--- src/rtl/pcie_slv_pkg.sv ---
// Shared constants for the pcie_tlp slave-bus register/memory target:
// bus widths, read-source tags and register-map offsets.
package pcie_slv_pkg;

  localparam int DW = 16;
  localparam int SW = 2;
  localparam int IW = 9;

  typedef enum logic {
    SRC_REG = 1'b0,
    SRC_MEM = 1'b1
  } src_e;

  // Register map: control words first, then status, doorbell, counter pair.
  function automatic int stat_base(input int num_ctrl);
    return num_ctrl;
  endfunction

  function automatic int doorbell_idx(input int num_ctrl, input int num_stat);
    return num_ctrl + num_stat;
  endfunction

  function automatic int cnt_lo_idx(input int num_ctrl, input int num_stat);
    return num_ctrl + num_stat + 1;
  endfunction

  function automatic int cnt_hi_idx(input int num_ctrl, input int num_stat);
    return num_ctrl + num_stat + 2;
  endfunction

  function automatic logic [DW-1:0] byte_merge(input logic [DW-1:0] old,
                                               input logic [DW-1:0] dat,
                                               input logic [SW-1:0] sel);
    logic [DW-1:0] res;
    res[7:0]  = sel[0] ? dat[7:0]  : old[7:0];
    res[15:8] = sel[1] ? dat[15:8] : old[15:8];
    return res;
  endfunction

endpackage

--- src/rtl/pcie_slv_rdpipe.sv ---
// Read-return delay line: valid/source tags and register data travel MEM_LAT
// stages; memory data is taken live from the RAM at the last stage.
module pcie_slv_rdpipe
  import pcie_slv_pkg::*;
#(
  parameter int MEM_LAT = 1
) (
  input  logic          clk_125,
  input  logic          rstn,
  input  logic          in_vld,
  input  logic          in_src,
  input  logic [DW-1:0] in_dat,
  input  logic [DW-1:0] mem_q,
  output logic          ack,
  output logic [DW-1:0] dat
);

  logic [MEM_LAT-1:0] vld_p;
  logic [MEM_LAT-1:0] src_p;
  logic [DW-1:0]      dat_p [MEM_LAT];

  always_ff @(posedge clk_125 or negedge rstn) begin
    if (!rstn) begin
      vld_p <= '0;
      src_p <= '0;
    end else begin
      vld_p[0] <= in_vld;
      src_p[0] <= in_src;
      for (int i = 1; i < MEM_LAT; i++) begin
        vld_p[i] <= vld_p[i-1];
        src_p[i] <= src_p[i-1];
      end
    end
  end

  // data stages carry no reset; the output mux masks them with the valid tag
  always_ff @(posedge clk_125) begin
    dat_p[0] <= in_dat;
    for (int i = 1; i < MEM_LAT; i++) dat_p[i] <= dat_p[i-1];
  end

  assign ack = rstn & vld_p[MEM_LAT-1];

  always_comb begin
    dat = '0;
    if (ack) dat = (src_p[MEM_LAT-1] == SRC_MEM) ? mem_q : dat_p[MEM_LAT-1];
  end

endmodule

--- src/rtl/pcie_slv_regbank.sv ---
// Slave-bus target: control/status/doorbell register BAR plus forwarded memory BAR.
// Define PCIE_SLV_CYCLE_CNT_EN to add the CNT_LO/CNT_HI free-running cycle counter.
module pcie_slv_regbank
  import pcie_slv_pkg::*;
#(
  parameter int            NUM_CTRL = 4,
  parameter int            NUM_STAT = 2,
  parameter int            REG_BAR  = 0,
  parameter int            MEM_BAR  = 2,
  parameter int            MEM_AW   = 14,
  parameter int            MEM_LAT  = 1,
  parameter logic [DW-1:0] CTRL_RST = 16'h0000,
  localparam int           STAT_N   = (NUM_STAT > 0) ? NUM_STAT : 1
) (
  input  logic                   clk_125,
  input  logic                   rstn,
  input  logic [6:0]             slv_bar_i,
  input  logic                   slv_ce_i,
  input  logic                   slv_we_i,
  input  logic [19:1]            slv_adr_i,
  input  logic [DW-1:0]          slv_dat_i,
  input  logic [SW-1:0]          slv_sel_i,
  output logic [DW-1:0]          slv_dat_o,
  output logic                   slv_ack_o,
  output logic [DW*NUM_CTRL-1:0] ctrl_o,
  input  logic [DW*STAT_N-1:0]   stat_i,
  output logic [DW-1:0]          doorbell_o,
  output logic                   mem_ce_o,
  output logic                   mem_we_o,
  output logic [MEM_AW-1:0]      mem_adr_o,
  output logic [SW-1:0]          mem_be_o,
  output logic [DW-1:0]          mem_dat_o,
  input  logic [DW-1:0]          mem_q_i
);

  localparam logic [IW-1:0] STAT_BASE    = IW'(stat_base(NUM_CTRL));
  localparam logic [IW-1:0] DOORBELL_IDX = IW'(doorbell_idx(NUM_CTRL, NUM_STAT));

  logic          reg_hit;
  logic          mem_hit;
  logic          reg_wr;
  logic          rd_vld;
  logic          rd_src;
  logic [IW-1:0] idx;
  logic [DW-1:0] ctrl_q [NUM_CTRL];
  logic [DW-1:0] doorbell_q;
  logic [DW-1:0] reg_rdata;
  logic          unused_ok;

  // register BAR wins when both bar-hit bits are raised
  assign reg_hit = slv_ce_i & slv_bar_i[REG_BAR];
  assign mem_hit = slv_ce_i & slv_bar_i[MEM_BAR] & ~slv_bar_i[REG_BAR];
  assign idx     = slv_adr_i[9:1];
  assign reg_wr  = reg_hit & slv_we_i;
  assign rd_vld  = (reg_hit | mem_hit) & ~slv_we_i;
  assign rd_src  = reg_hit ? SRC_REG : SRC_MEM;

  assign mem_ce_o  = mem_hit;
  assign mem_we_o  = mem_hit & slv_we_i;
  assign mem_adr_o = slv_adr_i[MEM_AW:1];
  assign mem_be_o  = slv_sel_i;
  assign mem_dat_o = slv_dat_i;

  always_ff @(posedge clk_125 or negedge rstn) begin
    if (!rstn) begin
      for (int k = 0; k < NUM_CTRL; k++) ctrl_q[k] <= CTRL_RST;
      doorbell_q <= '0;
    end else begin
      for (int k = 0; k < NUM_CTRL; k++) begin
        if (reg_wr && idx == IW'(k)) ctrl_q[k] <= byte_merge(ctrl_q[k], slv_dat_i, slv_sel_i);
      end
      doorbell_q <= (reg_wr && idx == DOORBELL_IDX) ?
                    byte_merge('0, slv_dat_i, slv_sel_i) : '0;
    end
  end

  for (genvar g = 0; g < NUM_CTRL; g++) begin : g_ctrl
    assign ctrl_o[DW*g +: DW] = ctrl_q[g];
  end

  assign doorbell_o = doorbell_q;

`ifdef PCIE_SLV_CYCLE_CNT_EN
  localparam logic [IW-1:0] CNT_LO_IDX = IW'(cnt_lo_idx(NUM_CTRL, NUM_STAT));
  localparam logic [IW-1:0] CNT_HI_IDX = IW'(cnt_hi_idx(NUM_CTRL, NUM_STAT));

  logic          reg_rd;
  logic [31:0]   cnt_q;
  logic [DW-1:0] shadow_q;

  assign reg_rd = reg_hit & ~slv_we_i;

  // the high half is frozen at the low-half read so a 32-bit pair is coherent
  always_ff @(posedge clk_125 or negedge rstn) begin
    if (!rstn) begin
      cnt_q    <= '0;
      shadow_q <= '0;
    end else begin
      cnt_q <= (reg_wr && idx == CNT_LO_IDX) ? '0 : cnt_q + 32'd1;
      if (reg_rd && idx == CNT_LO_IDX) shadow_q <= cnt_q[31:16];
    end
  end
`endif

  always_comb begin
    reg_rdata = '0;
    for (int k = 0; k < NUM_CTRL; k++) begin
      if (idx == IW'(k)) reg_rdata = ctrl_q[k];
    end
    for (int s = 0; s < NUM_STAT; s++) begin
      if (idx == STAT_BASE + IW'(s)) reg_rdata = stat_i[DW*s +: DW];
    end
`ifdef PCIE_SLV_CYCLE_CNT_EN
    if (idx == CNT_LO_IDX) reg_rdata = cnt_q[15:0];
    if (idx == CNT_HI_IDX) reg_rdata = shadow_q;
`endif
  end

  // address bits beyond both decoders and the pad word of stat_i are don't-care
  assign unused_ok = ^{slv_adr_i, stat_i};

  pcie_slv_rdpipe #(
    .MEM_LAT (MEM_LAT)
  ) u_rdpipe (
    .clk_125 (clk_125),
    .rstn    (rstn),
    .in_vld  (rd_vld),
    .in_src  (rd_src),
    .in_dat  (reg_rdata),
    .mem_q   (mem_q_i),
    .ack     (slv_ack_o),
    .dat     (slv_dat_o)
  );

endmodule

--- config.mk ---
export PLATFORM = sky130hd
export DESIGN_NAME = pcie_slv_regbank
export DESIGN_NICKNAME = d
export VERILOG_FILES = /design/src/rtl/pcie_slv_pkg.sv /design/src/rtl/pcie_slv_rdpipe.sv /design/src/rtl/pcie_slv_regbank.sv
export SDC_FILE = /design/constraint.sdc
export NUM_CORES = 1
export LEC_CHECK = 0
export ABC_AREA = 1
export CELL_PAD_IN_SITES_DETAIL_PLACEMENT = 1
export CELL_PAD_IN_SITES_GLOBAL_PLACEMENT = 2
export CORE_ASPECT_RATIO = 0.5
export CORE_MARGIN = 4
export CORE_UTILIZATION = 24
export DETAILED_ROUTE_END_ITERATION = 10
export MAX_ROUTING_LAYER = met4
export PLACE_DENSITY_LB_ADDON = 0.1
export SYNTH_ARGS = -nofsm -noshare
export SYNTH_HDL_FRONTEND = slang
export SYNTH_HIERARCHICAL = 1
export SYNTH_SLANG_ARGS = --single-unit
export TNS_END_PERCENT = 100
--- constraint.sdc ---
create_clock -name clk_125 -period 1.3 [get_ports clk_125]
set_input_delay 0.195 -clock clk_125 [delete_from_list [all_inputs] [get_ports clk_125]]
set_output_delay 0.195 -clock clk_125 [all_outputs]
set_load 0.02 [all_outputs]
==> impl_metrics.yaml <==
run_status:
  status: "finished with violations"
  violations: "setup timing"
floorplanning:
  initial_core_util_pct: 24.6
  fp.dieW_um: 208
  rows: 36
  placeableCoreArea_sq_um: 19600
  die_h_um: 108
  ios: 227
  die_area_sq_um: 22600
cells_and_area:
  area_growth_syn_to_layout_pct: 71.5
  finalInstanceArea_sq_um: 8270
  final_util_pct: 42.2
  nNetsFinal: 965
  drive_above_1_share_pct: 32.5
  diodes: 0
  filler_cell_count: 2358
  regArea_sq_um: 2370
  instances_no_fill: 1140
  multi_input_area_sq_um: 2130
global_routing:
  antenna_found_initial: 0
  grt_pass1_vias: 5222
  grt_pass1_wl_um: 31300
  grt_overflow: 0
  grt_start_max_net_pins: 56
  track_usage_pct: 18.6
placement:
  place_area_sq_um: 7670
  post-place-ws_ns: -0.713
  port_buffers: 206
  dpl.hpwl_um: 15300
  place.gp.congestion: 0.767
  dp.cells: 1105
power_and_ir_drop:
  power_density_nw_per_um2: 798
  p_leak_nw: 4.14
  ir_drop_uv: 571
  p_total_mw: 6.60
synthesis:
  yosys_warnings: 6
  synth_top_area_cell: "dfrtp_1"
  synth_cells: 580
  synthFlopType: "dfrtp_1"
  yosysUniqueCellTypes: 26
  synth_area_leaders: "dfrtp_1 43%, nand2_1 12%, dfxtp_1 6.6%, nand3_1 6.6%, o21ai_1 5.8%"
  synth_commonest_cells: "154 x nand2_1, 82 x dfrtp_1, 64 x nand3_1"
  netlist.area_leader.share_pct: 42.5
  syn_area_per_cell_sq_um: 8.32
  synth-edff-count: 0
  async_flop_share_pct: 83.7
  ys_seq_elements: 98
  synthesis.area_sq_um: 4820
  syn_nets: 676
  synth.yosys.seq_area_share_pct: 49.2
  synth.most_common_cell: "nand2_1"
clock_tree:
  htree_num_levels: 3
  root_buffer: "clkbuf_16"
  clkSlewWorstSetupHoldPaths_ns: 0.07
  cts_buffer_depth: 2
  cts_tree: "built"
  clkSinkCount: 98
  clock_latency_ns: 0.36
  numCtsBuffers: 9
sta:
  rsz0062_at_grt: "true"
  slew_headroom_pct: 47.5
  drv_slew: 0
  finalCritPeriodShare_pct: 121
  setup_viol: 17
  max_slew.worst_pin.slew_ns: 0.788
  setup_ws_ns: -0.272
  fin_worst_skew_ns: 0.00871
  fmax_mhz: 636
  post-route-min-period_ns: 1.57
  final_hold_viol_count: 0
  tns_ns: -3.89
  fin_hold_ws_ns: 0.00248
drt:
  drc: 0
  wl_per_cell_um: 18.0
  firstDrtPassIters: 4
  drt-total-wl_um: 20500
  vias: 4942
  drt-initial-drc-count: 208
  routed_via_density: 4.34
  ant_nets: 0
setup_path:
  path_cells: "buf_8, buf_6, nor2_4, nor2_1, buf_4"
  worstSetupPathType: "register to output port"
  crit_arrival_ns: 1.38
  worst-path-buf-inv: 3
  endpoint_kind: "output port"
  cp_top_family: "flip-flops"
  start_kind: "register"
  crit_path_top_delay_cell: "dfrtp_2"
  worstPathRequired_ns: 1.11
  crit_fanout: 6
  crit_path_max_incr_delay_ns: 0.45
run:
  maxCapViolCount: 0
min_path:
  hold_path.class: "input port to asynchronous set/reset pin"
[path summary, 6_finish.rpt]
kind                                               to           start  slack (ns)  cells past startpoint
worst max-delay path                     slv_dat_o[2]  u_rdpipe/src_p       -0.27                      5
worst min-delay path                   u_rdpipe/src_p            rstn       0.002                      2
worst max register to register  u_rdpipe/dat_p[0][12]      ctrl_o[12]        0.17                      5
worst min register to register   u_rdpipe/dat_p[0][7]      ctrl_o[55]        0.53                      2
max in group asynchronous                  ctrl_o[19]            rstn        0.42                      3
min in group clk_125                   u_rdpipe/vld_p        slv_we_i        0.16                      2
[report_power, final]
group / switching [mW] / internal (mW)
logic: 0.477 / 0.440
clock network: 1.29 / 1.33
registers: 0.0116 / 3.05
[state kept, by name, indices dropped and copies added (netlist names)]
name and cells:
doorbell_o 16, u_rdpipe/src_p 1, u_rdpipe/vld_p 1, u_rdpipe/dat_p 16, ctrl_o 64
[per-layer routing]
layer,vias to the layer above,track usage (%),share of wire [%]
li1,2418,-,-
met3,9,3.42,3.5
met5,-,-,0
met4,0,2.86,0.54
met2,96,27.9,46
met1,2419,26.8,50
[worst register-to-register path: stages (launching register included)]
cell and delay (ns):
dfrtp_1 0.38, buf_4 0.14, nand2_1 0.11, nand3_2 0.09
a21oi_2 0.18, nand3_1 0.11
[layout by cell type, fill, tap and decap left out, drive strengths merged]
master | netlist | layout
nor4 | 2 | 2
a21oi | 17 | 17
nor2 | 62 | 62
buf | 51 | 142
clkdlybuf4s15 | 0 | 40
o21ai | 65 | 65
dlymetal6s2s | 0 | 1
nand2 | 159 | 159
nand4 | 1 | 1
dfxtp | 16 | 16
clkbuf | 1 | 37
clkinv | 1 | 4
clkdlybuf4s50 | 0 | 70
nand3 | 74 | 75
dfrtp | 82 | 82
nor3 | 2 | 2
inv | 47 | 51
dlygate4sd2 | 0 | 48
[cell type report]
type                            count  share of cell area [%]
Clock buffer                       10                    2.77
Tap cell                          266                    4.02
Timing Repair inverter              1                  0.0605
Multi-Input combinational cell    383                    25.7
Inverter                           48                    2.27
Timing Repair Buffer              328                    35.8
Sequential cell                    98                    28.7
Clock inverter                      6                   0.575
[kinds of logic after synthesis]
logic type	count (synthesis)	synth area share, %
AOI/OAI and AO/OA	82	9.13
buffers and inverters	100	11.8
DFF	98	49.2
and+or+nand+nor	300	29.9
[what timing repair did]
action / CTS / global route
buffers inserted: 13 / 3
pin swaps: 14 / 19
setup endpoints to repair: 222 / 153
gates resized for setup: 285 / 124
cloned: 3 / 2
hold buffers: 0 / 0
Power figures use the tool's default switching activity.
